### src/rtl/gen_ppbuff_ctrl_pkg.sv
// Shared types for the ping-pong buffer slot sequencer.
// The optional stall statistic is enabled with GEN_PPBUFF_CTRL_STATS_EN.
package gen_ppbuff_ctrl_pkg;

    localparam int DP_DEFAULT = 8;
    localparam int STALL_W    = 32;

    typedef logic [STALL_W-1:0] stall_t;

    localparam stall_t STALL_MAX = '1;

endpackage

### src/rtl/gen_ppbuff_ctrl_if.sv
// Producer/consumer handshake and buffer-control bundle of the slot sequencer.
// The master side is the controller; the slave side is the surrounding datapath.
interface gen_ppbuff_ctrl_if
    import gen_ppbuff_ctrl_pkg::*;
#(
    parameter int DP = DP_DEFAULT
);
    localparam int AW = $clog2(DP);

    logic          flush;
    logic          in_valid;
    logic          in_ready;
    logic          out_valid;
    logic          out_ready;
    logic [AW-1:0] out_index;
    logic          buf_push;
    logic          buf_pop;
    logic [AW-1:0] buf_index;
    logic          buf_flush;

    modport master (
        input  flush, in_valid, out_ready,
        output in_ready, out_valid, out_index,
        output buf_push, buf_pop, buf_index, buf_flush
    );

    modport slave (
        output flush, in_valid, out_ready,
        input  in_ready, out_valid, out_index,
        input  buf_push, buf_pop, buf_index, buf_flush
    );

endinterface

### src/rtl/gen_dffren.sv
// Enabled D flip-flop group with asynchronous active-low clear.
module gen_dffren #(
    parameter int DW = 1
) (
    input  logic          CLK,
    input  logic          RSTn,
    input  logic          en,
    input  logic [DW-1:0] dnxt,
    output logic [DW-1:0] qout
);

    // Hold the stored value unless enabled; clear asynchronously on reset.
    // NOTE: sequential state uses non-blocking assignments so every flop samples pre-edge values.
    always_ff @(posedge CLK or negedge RSTn) begin
        if (!RSTn) begin
            qout <= '0;
        end else if (en) begin
            qout <= dnxt;
        end
    end

endmodule

### src/rtl/gen_ppbuff_ctrl.sv
// In-order slot sequencer for an index-addressed ping-pong buffer.
// Allocates write slots for producer pushes, presents the oldest occupied
// slot to the consumer and tracks per-slot occupancy.
// Optional: define GEN_PPBUFF_CTRL_STATS_EN to build the saturating full-stall counter.
module gen_ppbuff_ctrl
    import gen_ppbuff_ctrl_pkg::*;
#(
    parameter int DP = DP_DEFAULT
) (
    input  logic                   CLK,
    input  logic                   RSTn,
    gen_ppbuff_ctrl_if.master      bus,
    output logic [DP-1:0]          slot_valid,
    output logic                   empty,
    output logic                   full,
    output logic [STALL_W-1:0]     stall_cnt
);

    localparam int AW = $clog2(DP);
    localparam logic [AW:0] CNT_FULL = (AW+1)'(DP);

    logic [AW-1:0] wr_ptr, wr_nxt;
    logic [AW-1:0] rd_ptr, rd_nxt;
    logic [AW:0]   cnt, cnt_nxt;
    logic [DP-1:0] occ, occ_nxt;
    logic          acc, iss;

    assign empty = (cnt == '0);
    assign full  = (cnt == CNT_FULL);

    // Accept side: never depends on out_ready, so a full buffer never takes a push.
    assign bus.in_ready  = ~full & ~bus.flush;
    assign acc           = bus.in_valid & bus.in_ready;
    assign bus.buf_push  = acc;
    assign bus.buf_index = wr_ptr;

    // Issue side: the oldest slot is offered unless a flush is discarding it.
    assign bus.out_valid = ~empty & ~bus.flush;
    assign bus.out_index = rd_ptr;
    assign iss           = bus.out_valid & bus.out_ready;
    assign bus.buf_pop   = iss;

    assign bus.buf_flush = bus.flush;
    assign slot_valid    = occ;

    // Next-state of pointers, count and occupancy; flush clears everything.
    // NOTE: every always_comb output gets a default first so no latch is inferred.
    always_comb begin
        wr_nxt  = wr_ptr + AW'(1);
        rd_nxt  = rd_ptr + AW'(1);
        cnt_nxt = cnt;
        occ_nxt = occ;
        if (bus.flush) begin
            wr_nxt  = '0;
            rd_nxt  = '0;
            cnt_nxt = '0;
            occ_nxt = '0;
        end else begin
            case ({acc, iss})
                2'b10:   cnt_nxt = cnt + (AW+1)'(1);
                2'b01:   cnt_nxt = cnt - (AW+1)'(1);
                default: cnt_nxt = cnt;
            endcase
            // acc and iss on the same slot would need cnt == 0, where iss is impossible.
            if (acc) occ_nxt[wr_ptr] = 1'b1;
            if (iss) occ_nxt[rd_ptr] = 1'b0;
        end
    end

    gen_dffren #(.DW(AW)) u_wr_ptr (
        .CLK(CLK), .RSTn(RSTn), .en(acc | bus.flush), .dnxt(wr_nxt), .qout(wr_ptr)
    );

    gen_dffren #(.DW(AW)) u_rd_ptr (
        .CLK(CLK), .RSTn(RSTn), .en(iss | bus.flush), .dnxt(rd_nxt), .qout(rd_ptr)
    );

    gen_dffren #(.DW(AW+1)) u_cnt (
        .CLK(CLK), .RSTn(RSTn), .en(acc | iss | bus.flush), .dnxt(cnt_nxt), .qout(cnt)
    );

    gen_dffren #(.DW(DP)) u_occ (
        .CLK(CLK), .RSTn(RSTn), .en(acc | iss | bus.flush), .dnxt(occ_nxt), .qout(occ)
    );

`ifdef GEN_PPBUFF_CTRL_STATS_EN
    stall_t stall_q;

    // Count cycles where the producer is held off by a full buffer; saturate, survive flush.
    always_ff @(posedge CLK or negedge RSTn) begin
        if (!RSTn) begin
            stall_q <= '0;
        end else if (bus.in_valid & full & ~bus.flush & (stall_q != STALL_MAX)) begin
            stall_q <= stall_q + stall_t'(1);
        end
    end

    assign stall_cnt = stall_q;
`else
    assign stall_cnt = '0;
`endif

endmodule

### src/flat_wrapper.sv
// flat-port wrapper written by rule: the top's interface ports become plain ports
module gen_ppbuff_ctrl_flat import gen_ppbuff_ctrl_pkg::*;
#(
    parameter int DP = DP_DEFAULT
)
  (CLK, RSTn, slot_valid, empty, full, stall_cnt, bus_flush, bus_in_valid, bus_out_ready, bus_in_ready, bus_out_valid, bus_out_index, bus_buf_push, bus_buf_pop, bus_buf_index, bus_buf_flush);
  gen_ppbuff_ctrl_if #(.DP(DP)) bus_i ();
  input  logic CLK;
  input  logic RSTn;
  output logic [DP-1:0] slot_valid;
  output logic empty;
  output logic full;
  output logic [STALL_W-1:0] stall_cnt;
  input wire logic [$bits(bus_i.flush)-1:0] bus_flush;
  input wire logic [$bits(bus_i.in_valid)-1:0] bus_in_valid;
  input wire logic [$bits(bus_i.out_ready)-1:0] bus_out_ready;
  output wire logic [$bits(bus_i.in_ready)-1:0] bus_in_ready;
  output wire logic [$bits(bus_i.out_valid)-1:0] bus_out_valid;
  output wire logic [$bits(bus_i.out_index)-1:0] bus_out_index;
  output wire logic [$bits(bus_i.buf_push)-1:0] bus_buf_push;
  output wire logic [$bits(bus_i.buf_pop)-1:0] bus_buf_pop;
  output wire logic [$bits(bus_i.buf_index)-1:0] bus_buf_index;
  output wire logic [$bits(bus_i.buf_flush)-1:0] bus_buf_flush;
  assign bus_i.flush = bus_flush;
  assign bus_i.in_valid = bus_in_valid;
  assign bus_i.out_ready = bus_out_ready;
  assign bus_in_ready = bus_i.in_ready;
  assign bus_out_valid = bus_i.out_valid;
  assign bus_out_index = bus_i.out_index;
  assign bus_buf_push = bus_i.buf_push;
  assign bus_buf_pop = bus_i.buf_pop;
  assign bus_buf_index = bus_i.buf_index;
  assign bus_buf_flush = bus_i.buf_flush;
  gen_ppbuff_ctrl #(.DP(DP)) u_core (.CLK(CLK), .RSTn(RSTn), .bus(bus_i), .slot_valid(slot_valid), .empty(empty), .full(full), .stall_cnt(stall_cnt));
endmodule
### config.mk
export PLATFORM = sky130hd
export DESIGN_NAME = gen_ppbuff_ctrl_flat
export DESIGN_NICKNAME = d
export VERILOG_FILES = /design/src/rtl/gen_ppbuff_ctrl_pkg.sv /design/src/rtl/gen_ppbuff_ctrl_if.sv /design/src/rtl/gen_dffren.sv /design/src/rtl/gen_ppbuff_ctrl.sv /design/src/flat_wrapper.sv
export SDC_FILE = /design/constraint.sdc
export NUM_CORES = 1
export LEC_CHECK = 0
export CORE_MARGIN = 1.5
export CORE_UTILIZATION = 37
export DETAILED_ROUTE_END_ITERATION = 10
export GPL_TIMING_DRIVEN = 1
export MAX_ROUTING_LAYER = met4
export PLACE_DENSITY_LB_ADDON = 0.1
export SLEW_MARGIN = 10
export SYNTH_ARGS = -nofsm -noshare
export SYNTH_HDL_FRONTEND = slang
export SYNTH_SLANG_ARGS = --single-unit
export TNS_END_PERCENT = 30
### constraint.sdc
create_clock -name CLK -period 2.6 [get_ports CLK]
set_clock_uncertainty 0.2 [all_clocks]
set_input_delay 0.39 -clock CLK [delete_from_list [all_inputs] [get_ports CLK]]
set_output_delay 0.39 -clock CLK [all_outputs]
set_load 0.05 [all_outputs]
==> summary.md, run 1 <==
| Metric | Value |
|---|---|
| Status | `finished with violations` |
| Failing checks | `setup timing` |
| Multi-input gate area | `just over 800 µm²` |
| Synth Register Bits | `18` |
| Slew at the pin closest to its max-slew limit | `just over 0.5 ns` |
| Worst path arrival time | `between 2 and 3 ns` |
| R2R depth | `10` |
| Row cnt | `21` |
| Die W | `between 60 and 70 µm` |
| Port Buffer Count | `25` |
| Num CTS Buffers | `3` |
| Initial DRC count | `between 50 and 60` |
| Critical path class | `register to register` |
| Slew margin rel. | `about two thirds` |
| Largest net degree at the start of global routing | `19` |
| Post-route minimum period | `2.64 ns` |
| Crit path from | `u_core.u_cnt.qout[2]$_DFFE_PN0P_` |
| FFs w/ async S/R, synth | `100%` |
| Clk pin slew, worst setup/hold paths | `roughly 0.070 ns` |
| DRC | `0` |
| Antenna cells | `0` |
| Total grt overflow | `0` |
| Total die area | `0.00407 mm²` |
| Placer congestion estimate | `around 0.84` |
| Slowest CP cell | `or4b_4` |
| First-pass GRT wire length | `5640 µm` |
| Final setup slack of the worst path | `-0.0352 ns` |
| Total clock sinks | `18` |
| Crit path capture type | `register` |
| DP Area | `0.00177 mm²` |
| Fillers | `~320` |
| Layout cells sized above 1 | `between 20% and 30%` |
| H-tree depth | `1` |
| Crit-path cells | `or4b_4 > clkinv_8 > nor2_4 > nor3_4 > ha_4 > a31o_4 > buf_4 > a31oi_2 > o211ai_1 > and4b_1` |
| Nets | `about 210` |
| Tcrit/Tclk final | `101%` |
| Initial antenna violation count | `0` |
| Hpwl dp | `between 2000 and 3000 µm` |
| Post-CTS Hold Buffers | `0` |
| Vias in the first global route | `~1.1k` |
| CP Max Fanout | `3` |
| Via Count | `around 1.2k` |
| Mapped Cells | `approximately 150` |
| Peak supply drop | `between 0.3 and 0.4 mV` |
| First-pass iteration count of the detailed router | `4` |
| CTS root buf | `clkbuf_8` |
| RSZ-0062 raised after global routing | `true` |
| RR Startpoint | `u_core.u_cnt.qout[2]$_DFFE_PN0P_` |
| Post-synth cell types | `a little over 40` |
| Mean area per synthesized cell | `9.05 µm²` |
| Sequential share of the synthesized area | `around a third` |
| CTS max path bufs | `2` |
| Maxcap violations | `0` |
| GR Util All Layers | `around 18%` |
| Ys flop type | `dfrtp_1` |
| FF-to-FF End | `u_core.u_cnt.qout[3]$_DFFE_PN0P_` |
| Starting Density | `39.7%` |
| Detailed-route wire length | `around 3400 µm` |
| Core area | `~0.0034 mm²` |
| Dpl ws | `-0.182 ns` |
| DR WL/cell | `around 14 µm` |
| PwrDens | `between 700 and 800 mW/mm²` |
| I/O pin count | `58` |
| CP max stage delay | `approximately 0.60 ns` |
| Worst EP required | `roughly 2.6 ns` |
| Max-slew violations | `0` |
| Most frequent cells in the layout | `32 x conb_1, 24 x buf_4, 18 x clkdlybuf4s50_1, 18 x dfrtp_1, 10 x nor2_1` |
| Area Growth Syn to Fin | `39.8%` |
| Final ANT Viol Nets | `0` |
| Commonest non-fill, non-tap cell in the layout | `conb_1` |
| Launching element type of the critical path | `register` |
| Yosys warnings | `0` |
| Fmax | `379 MHz` |
| Hold WC Path Type | `input pin to asynchronous set/reset pin` |
| Leakage power | `0.851 nW` |
| CTS tree | `built` |
| Clk_lat worst skew | `0.25 ns` |
| Finish-stage setup viols | `1` |
| FF-to-FF setup slack | `-0.04 ns` |
| Final hold viol count | `0` |
| Post-synth EDFFs | `0` |
| Design area | `between 0.0015 and 0.002 mm²` |
| Die extent in y | `about 64 µm` |
| Synth Cell Area | `roughly 0.0014 mm²` |
| Setup TNS | `-0.0352 ns` |
| Vias/cell | `4.94` |
| Seq. cell area | `around 450 µm²` |
==> cell families (layout without fill, tap and decap cells) <==
group,after synthesis,after routing,synth area share [%]
other cells,1,32,0.274
compound gates,34,34,17.4
flops,18,18,33.0
xor+xnor,6,6,3.85
simple gates,49,49,21.2
buf+inv,39,56,20.7
fa+ha+maj,4,4,3.66
==> per-stage QoR <==
step | total power [mW] | util (%) | instances | hold WS [ns]
global placement | 1.08 | 51.3 | 237 | 0.314
floorplan | 0.836 | - | 182 | -0.106
global route | 1.43 | 55.5 | 245 | 0.298
detailed placement | 1.08 | 51.3 | 237 | 0.318
finish | 1.36 | 55.5 | 245 | 0.271
CTS | 1.33 | 54.3 | 244 | 0.281
==> cell type report <==
| cell class | instances | area share (%) |
|---|---|---|
| Sequential cell | 18 | 23.6 |
| Timing Repair Buffer | 50 | 26.8 |
| Clock buffer | 4 | 2.88 |
| Inverter | 2 | 1.24 |
| Multi-Input combinational cell | 125 | 42.5 |
| Tap cell | 46 | 3.01 |
==> metal layers <==
layer,global-route usage [%],vias up,wire (µm)
li1,-,573,-
met1,24.1,588,1500
met2,28.3,46,1690
met3,3.35,4,146
met4,7.61,0,62
met5,-,-,0
==> where the power goes <==
group	leakage [nW]	internal [mW]	total [mW]	switching, mW
Combinational	0.576	0.306	0.777	0.471
Sequential	0.246	0.308	0.353	0.0448
Clock	0.0288	0.135	0.230	0.0956
Total	0.851	0.749	1.36	0.611
==> how the worst max path moves through the flow <==
stage                                             endpoint  slack [ns]  depth (start not counted)
final                     u_core.u_cnt.qout[3]$_DFFE_PN0P_       -0.04                         10
after CTS                 u_core.u_cnt.qout[3]$_DFFE_PN0P_       -0.11                          9
after global routing      u_core.u_cnt.qout[3]$_DFFE_PN0P_       -0.10                          9
after detailed placement  u_core.u_cnt.qout[3]$_DFFE_PN0P_       -0.18                          9
after floorplan           u_core.u_cnt.qout[3]$_DFFE_PN0P_       -0.29                         10
after global placement    u_core.u_cnt.qout[3]$_DFFE_PN0P_       -0.14                          9
==> critical path: cells and delay by family (launching register included) <==
kind	cells	cell delay, ns
AND/OR/NAND/NOR	4	0.99
adder cells (fa/ha/maj)	1	0.25
buffers and inverters	2	0.20
flip-flops	1	0.41
AO/OA/AOI/OAI	3	0.48
==> Yosys cell counts (all sizes together) (2+ instances only) <==
library cell   n  area [µm²]
ha             4        50.1
nor3b          2        15.0
xnor2          2        17.5
nor2b         10        62.6
o21ai          6        30.0
nand3          2        10.0
a31oi          5        31.3
nand2b         4        25.0
xor2           4        35.0
nand2          4        15.0
nor3           7        45.0
a21oi          6        30.0
o211ai         2        15.0
a311oi         4        35.0
a211oi         3        22.5
dfrtp         18         450
nor2          12        47.6
buf           34         259
clkbuf         3        11.3
==> what timing repair did <==
action	in CTS	in global routing
setup buffers	3	2
gates cloned	0	0
resized for setup	5	6
pin swaps	7	8
endpoints found under the setup margin	1	3
==> registers in the layout (all words and copies together) (netlist names) <==
name and cells:
u_core.u_rd_ptr.qout 3, u_core.u_occ.qout 8, u_core.u_wr_ptr.qout 3, u_core.u_cnt.qout 4
(Power assumes the default switching activity.)
==> inputs of run 2 (changes only) <==
--- a/config.mk
+++ b/config.mk
@@ -14,5 +14,5 @@
 export SLEW_MARGIN = 10
 export SYNTH_ARGS = -nofsm -noshare
 export SYNTH_HDL_FRONTEND = slang
+export SYNTH_HIERARCHICAL = 1
 export SYNTH_SLANG_ARGS = --single-unit
-export TNS_END_PERCENT = 30
==> run 2 against run 1 <==
Clock power rose by 5%. Global-route usage fell by 1.6 points. Final cell count fell by 2.9%. Worst hold slack got worse by 0.016 ns. Clock-buffer cell count did not move. Synthesized area rose by 8.4%. The flow still finishes with violations (setup timing). Critical endpoint is now u_core/u_cnt/qout[2]$_DFFE_PN0P_. Synthesized cell count fell by 2.6%. Flip-flop and latch count did not move. Highest routed layer unchanged. Total power rose by 4.7%. Core utilization fell by 2.9 points. Critical path depth rose by 1. Sequential power rose by 15%.
==> summary.md, run 2 <==
| Metric | Value |
|---|---|
| Psw | `665 µW (+8.7%)` |
| Post-synth cell types | `31 (-24%)` |
| Num CTS Buffers | `3 (unchanged)` |
| Sw Ratio | `46.7% (+1.7 points)` |
| Area Growth Syn to Fin | `33.0%` |
| Final hold viol count | `0 (unchanged)` |
| Critical path class | `register to register` |
| Design area | `0.00197 mm² (+3.1%)` |
| Complex-gate fraction of the synthesized area | `9.38% (-8.0 points)` |
| Total grt overflow | `0 (unchanged)` |
| Sequential share of the synthesized area | `30.4% (-2.6 points)` |
| Int Power | `759 µW (+1.4%)` |
| Share of the synthesized area in the top cell type | `30.4% (-2.6 points)` |
| Final setup slack of the worst path | `-0.0964 ns (-0.0612 ns)` |
| Launching element type of the critical path | `register` |
| Total clock sinks | `18 (unchanged)` |
| Setup TNS | `-0.143 ns (-0.108 ns)` |
| Leakage power | `0.906 nW (+6.4%)` |
| Starting Density | `39.6% (-0.12 points)` |
| First-pass iteration count of the detailed router | `4 (unchanged)` |
| Commonest non-fill, non-tap cell in the layout | `conb_1` |
| Peak supply drop | `0.371 mV (+0.20%)` |
| Most flops, register | `u_core/u_occ/qout` |
| Post-route minimum period | `2.70 ns (+0.0612 ns)` |
| Crit path capture type | `register` |
| Synth Cell Area | `0.00148 mm² (+8.4%)` |
| CTS max path bufs | `2 (unchanged)` |
| Yosys top cell by area | `dfrtp_1` |
| Nets | `202 (-3.3%)` |
| Post-synth EDFFs | `0 (unchanged)` |
| CP Buf/Inv Count | `1 (-1)` |
| Placer congestion estimate | `0.790 (-6.2%)` |
| Die extent in y | `66.3 µm (+3.9%)` |
| Adder-Cell Fraction of Synth Area | `5.07% (+1.4 points)` |
| CTS tree | `built` |
| Synth area leaders | `dfrtp_1 30%, buf_4 17%, mux2_2 8.4%` |
| Initial antenna violation count | `0 (unchanged)` |
| Placed cells | `232 (-2.1%)` |
| Initial DRC count | `26 (-52%)` |
| Total die area | `0.00439 mm² (+8.0%)` |
| Clock Power Share | `17.0% (about the same)` |
| Synth Area in XOR/XNOR | `2.96% (-0.89 points)` |
| PwrDens | `723 mW/mm² (+1.5%)` |
| Most used cell, CP | `a21oi_2` |
| Mapped Cells | `147 (-2.6%)` |
| Clk pin slew, worst setup/hold paths | `0.08 ns (about the same)` |
| Final cell count without fillers | `238 (-2.9%)` |
| Most frequent cells in the layout | `32 x conb_1, 24 x buf_4, 16 x clkdlybuf4s50_1` |
| Slew at the pin closest to its max-slew limit | `0.514 ns (+0.00581 ns)` |
| CTS root buf | `clkbuf_8` |
| Die W | `66.3 µm (+3.9%)` |
| Largest family of logic cells by synthesized area | `buffers and inverters` |
| Family with the most delay on the worst path | `simple AND/OR/NAND/NOR gates` |
| Maxcap violations | `0 (unchanged)` |
| RSZ-0062 raised after global routing | `true` |
| Antenna cells | `0 (unchanged)` |
| Vias/cell | `4.70 (-5.0%)` |
| Synth Area in Simple Gates | `14.9% (-6.2 points)` |
| DR WL/cell | `14.2 µm (+2.2%)` |
| Fmax | `371 MHz (-2.3%)` |
| Reg power frac | `28.6% (+2.6 points)` |
| Synth Register Bits | `18 (unchanged)` |
| Largest register FFs | `8 (unchanged)` |
| Port Buffer Count | `25 (unchanged)` |
| Top Registers | `u_core/u_occ/qout x8, u_core/u_cnt/qout x4` |
| FFs w/ async S/R, synth | `100% (unchanged)` |
| GR Util All Layers | `16.9% (-1.6 points)` |
| Worst path arrival time | `2.70 ns (+0.12 ns)` |
| Final ANT Viol Nets | `0 (unchanged)` |
| Crit-path cells | `nor4_4 > or3b_4 > clkinvlp_4 > ha_4 > xor2_2 > ha_2 > a21oi_2 > xor2_1 > or3_4 > a21oi_2 > mux2_4` |
| Finish-stage setup viols | `2 (+1)` |
| CP max stage delay | `0.45 ns (-0.15 ns)` |
| Post-synthesis mux area share | `17.1% (+17 points)` |
| Max-slew violations | `0 (unchanged)` |
| First-pass GRT wire length | `5440 µm (-3.5%)` |
| Post-CTS Hold Buffers | `0 (unchanged)` |
| Slew margin rel. | `65.6% (-0.39 points)` |
| Largest net degree at the start of global routing | `25 (+6)` |
| Layout cells sized above 1 | `38.9% (+13 points)` |
| Row cnt | `22 (+4.8%)` |
| H-tree depth | `1 (unchanged)` |
| Vias in the first global route | `1098 (-1.4%)` |
| Yosys warnings | `6 (+6)` |
| Tcrit/Tclk final | `104% (+2.4 points)` |
| Synth cell count leaders | `34 x buf_4, 18 x dfrtp_1, 13 x nor2_1, 11 x mux2_2, 8 x mux2_4` |
| Combinational Power Share | `54.5% (-2.6 points)` |
| Hold WC Path Type | `input pin to asynchronous set/reset pin` |
| Via Count | `1118 (-7.7%)` |
| DP Area | `0.00188 mm² (+6.2%)` |
| Status | `finished with violations` |
| Mean area per synthesized cell | `10.1 µm² (+11%)` |
| Worst EP required | `2.60 ns (+0.05 ns)` |
| Hpwl dp | `2470 µm (-4.4%)` |
| Count leader, synth | `buf_4` |
| Slowest CP cell | `dfrtp_2` |
| CP Max Fanout | `4 (+1)` |
| Clk_lat worst skew | `0.26 ns (about the same)` |
| Failing checks | `setup timing` |
| DRC | `0 (unchanged)` |
| Detailed-route wire length | `3380 µm (-0.73%)` |
| Ys flop type | `dfrtp_1` |
| I/O pin count | `58 (unchanged)` |
| Core area | `0.00374 mm² (+8.8%)` |
run 2: power by group through the flow:
stage | Sequential (mW) | Clock (mW) | Combinational (mW)
after global routing | 0.417 | 0.258 | 0.825
after global placement | 0.408 | 0 | 0.735
final | 0.407 | 0.241 | 0.776
after detailed placement | 0.411 | 0 | 0.742
after CTS | 0.407 | 0.246 | 0.774
after floorplan | 0.500 | 0 | 0.455
run 2: cell type report:
type | count | area (µm²)
multi-input cells | 118 | 928
flip-flops and latches | 18 | 454
clock buffers | 4 | 55.1
inverters | 3 | 15.0
well taps | 48 | 60.1
repair buffers | 47 | 458
fillers | 351 | 1770
run 2: worst register-to-register path: cells and delay by family (launching register included):
| kind | cells | cell delay, ns |
|---|---|---|
| flip-flops | 1 | 0.45 |
| AO/OA/AOI/OAI | 2 | 0.16 |
| AND/OR/NAND/NOR | 3 | 0.82 |
| multiplexers | 1 | 0.14 |
| XOR/XNOR | 2 | 0.33 |
| buffers and inverters | 1 | 0.13 |
| adder cells (fa/ha/maj) | 2 | 0.41 |
run 2: worst paths after layout:
kind                            slack (ns)                                  end  depth (start not counted)                              from
worst max-delay path                  -0.1     u_core/u_cnt/qout[2]$_DFFE_PN0P_                         11  u_core/u_cnt/qout[2]$_DFFE_PN0P_
worst min-delay path                  0.25     u_core/u_cnt/qout[3]$_DFFE_PN0P_                          1                              RSTn
worst max register to register        -0.1     u_core/u_cnt/qout[2]$_DFFE_PN0P_                         11  u_core/u_cnt/qout[2]$_DFFE_PN0P_
worst min register to register        0.35     u_core/u_occ/qout[3]$_DFFE_PN0P_                          1  u_core/u_occ/qout[3]$_DFFE_PN0P_
max in group asynchronous             1.43  u_core/u_wr_ptr/qout[0]$_DFFE_PN0P_                          2                              RSTn
min in group CLK                      0.35     u_core/u_occ/qout[3]$_DFFE_PN0P_                          1  u_core/u_occ/qout[3]$_DFFE_PN0P_
run 2: logic make-up after synthesis:
group,after synthesis
flip-flops,18
adder cells (fa/ha/maj),6
buffers and inverters,42
other,1
AO/OA/AOI/OAI,21
XOR/XNOR,5
AND/OR/NAND/NOR,34
multiplexers,20
run 2: repair_timing:
| action | CTS | global route |
|---|---|---|
| gates cloned | 0 | 0 |
| pin swaps | 10 | 1 |
| buffers inserted | 2 | 0 |
| endpoints found under the setup margin | 3 | 2 |
| resized for setup | 11 | 0 |
run 2: through the flow:
| step | utilization (%) | total power, mW | setup WS [ns] | hold slack (ns) |
|---|---|---|---|---|
| 2_1_floorplan | - | 0.955 | -0.831 | -0.106 |
| 3_3_place_gp | 50.1 | 1.14 | -0.357 | 0.326 |
| 3_5_place_dp | 50.1 | 1.15 | -0.454 | 0.324 |
| 4_1_cts | 52.6 | 1.43 | -0.0555 | 0.276 |
| 5_1_grt | 52.6 | 1.50 | -0.219 | 0.290 |
| 6_report | 52.6 | 1.42 | -0.0964 | 0.254 |
run 2: layer usage:
layer  vias up  wire length [µm]  global-route usage (%)
li1        532                 -                       -
met1       540              1570                    22.0
met2        42              1620                    27.3
met3         4               156                    2.90
met4         0                24                    4.08
met5         -                 0                       -
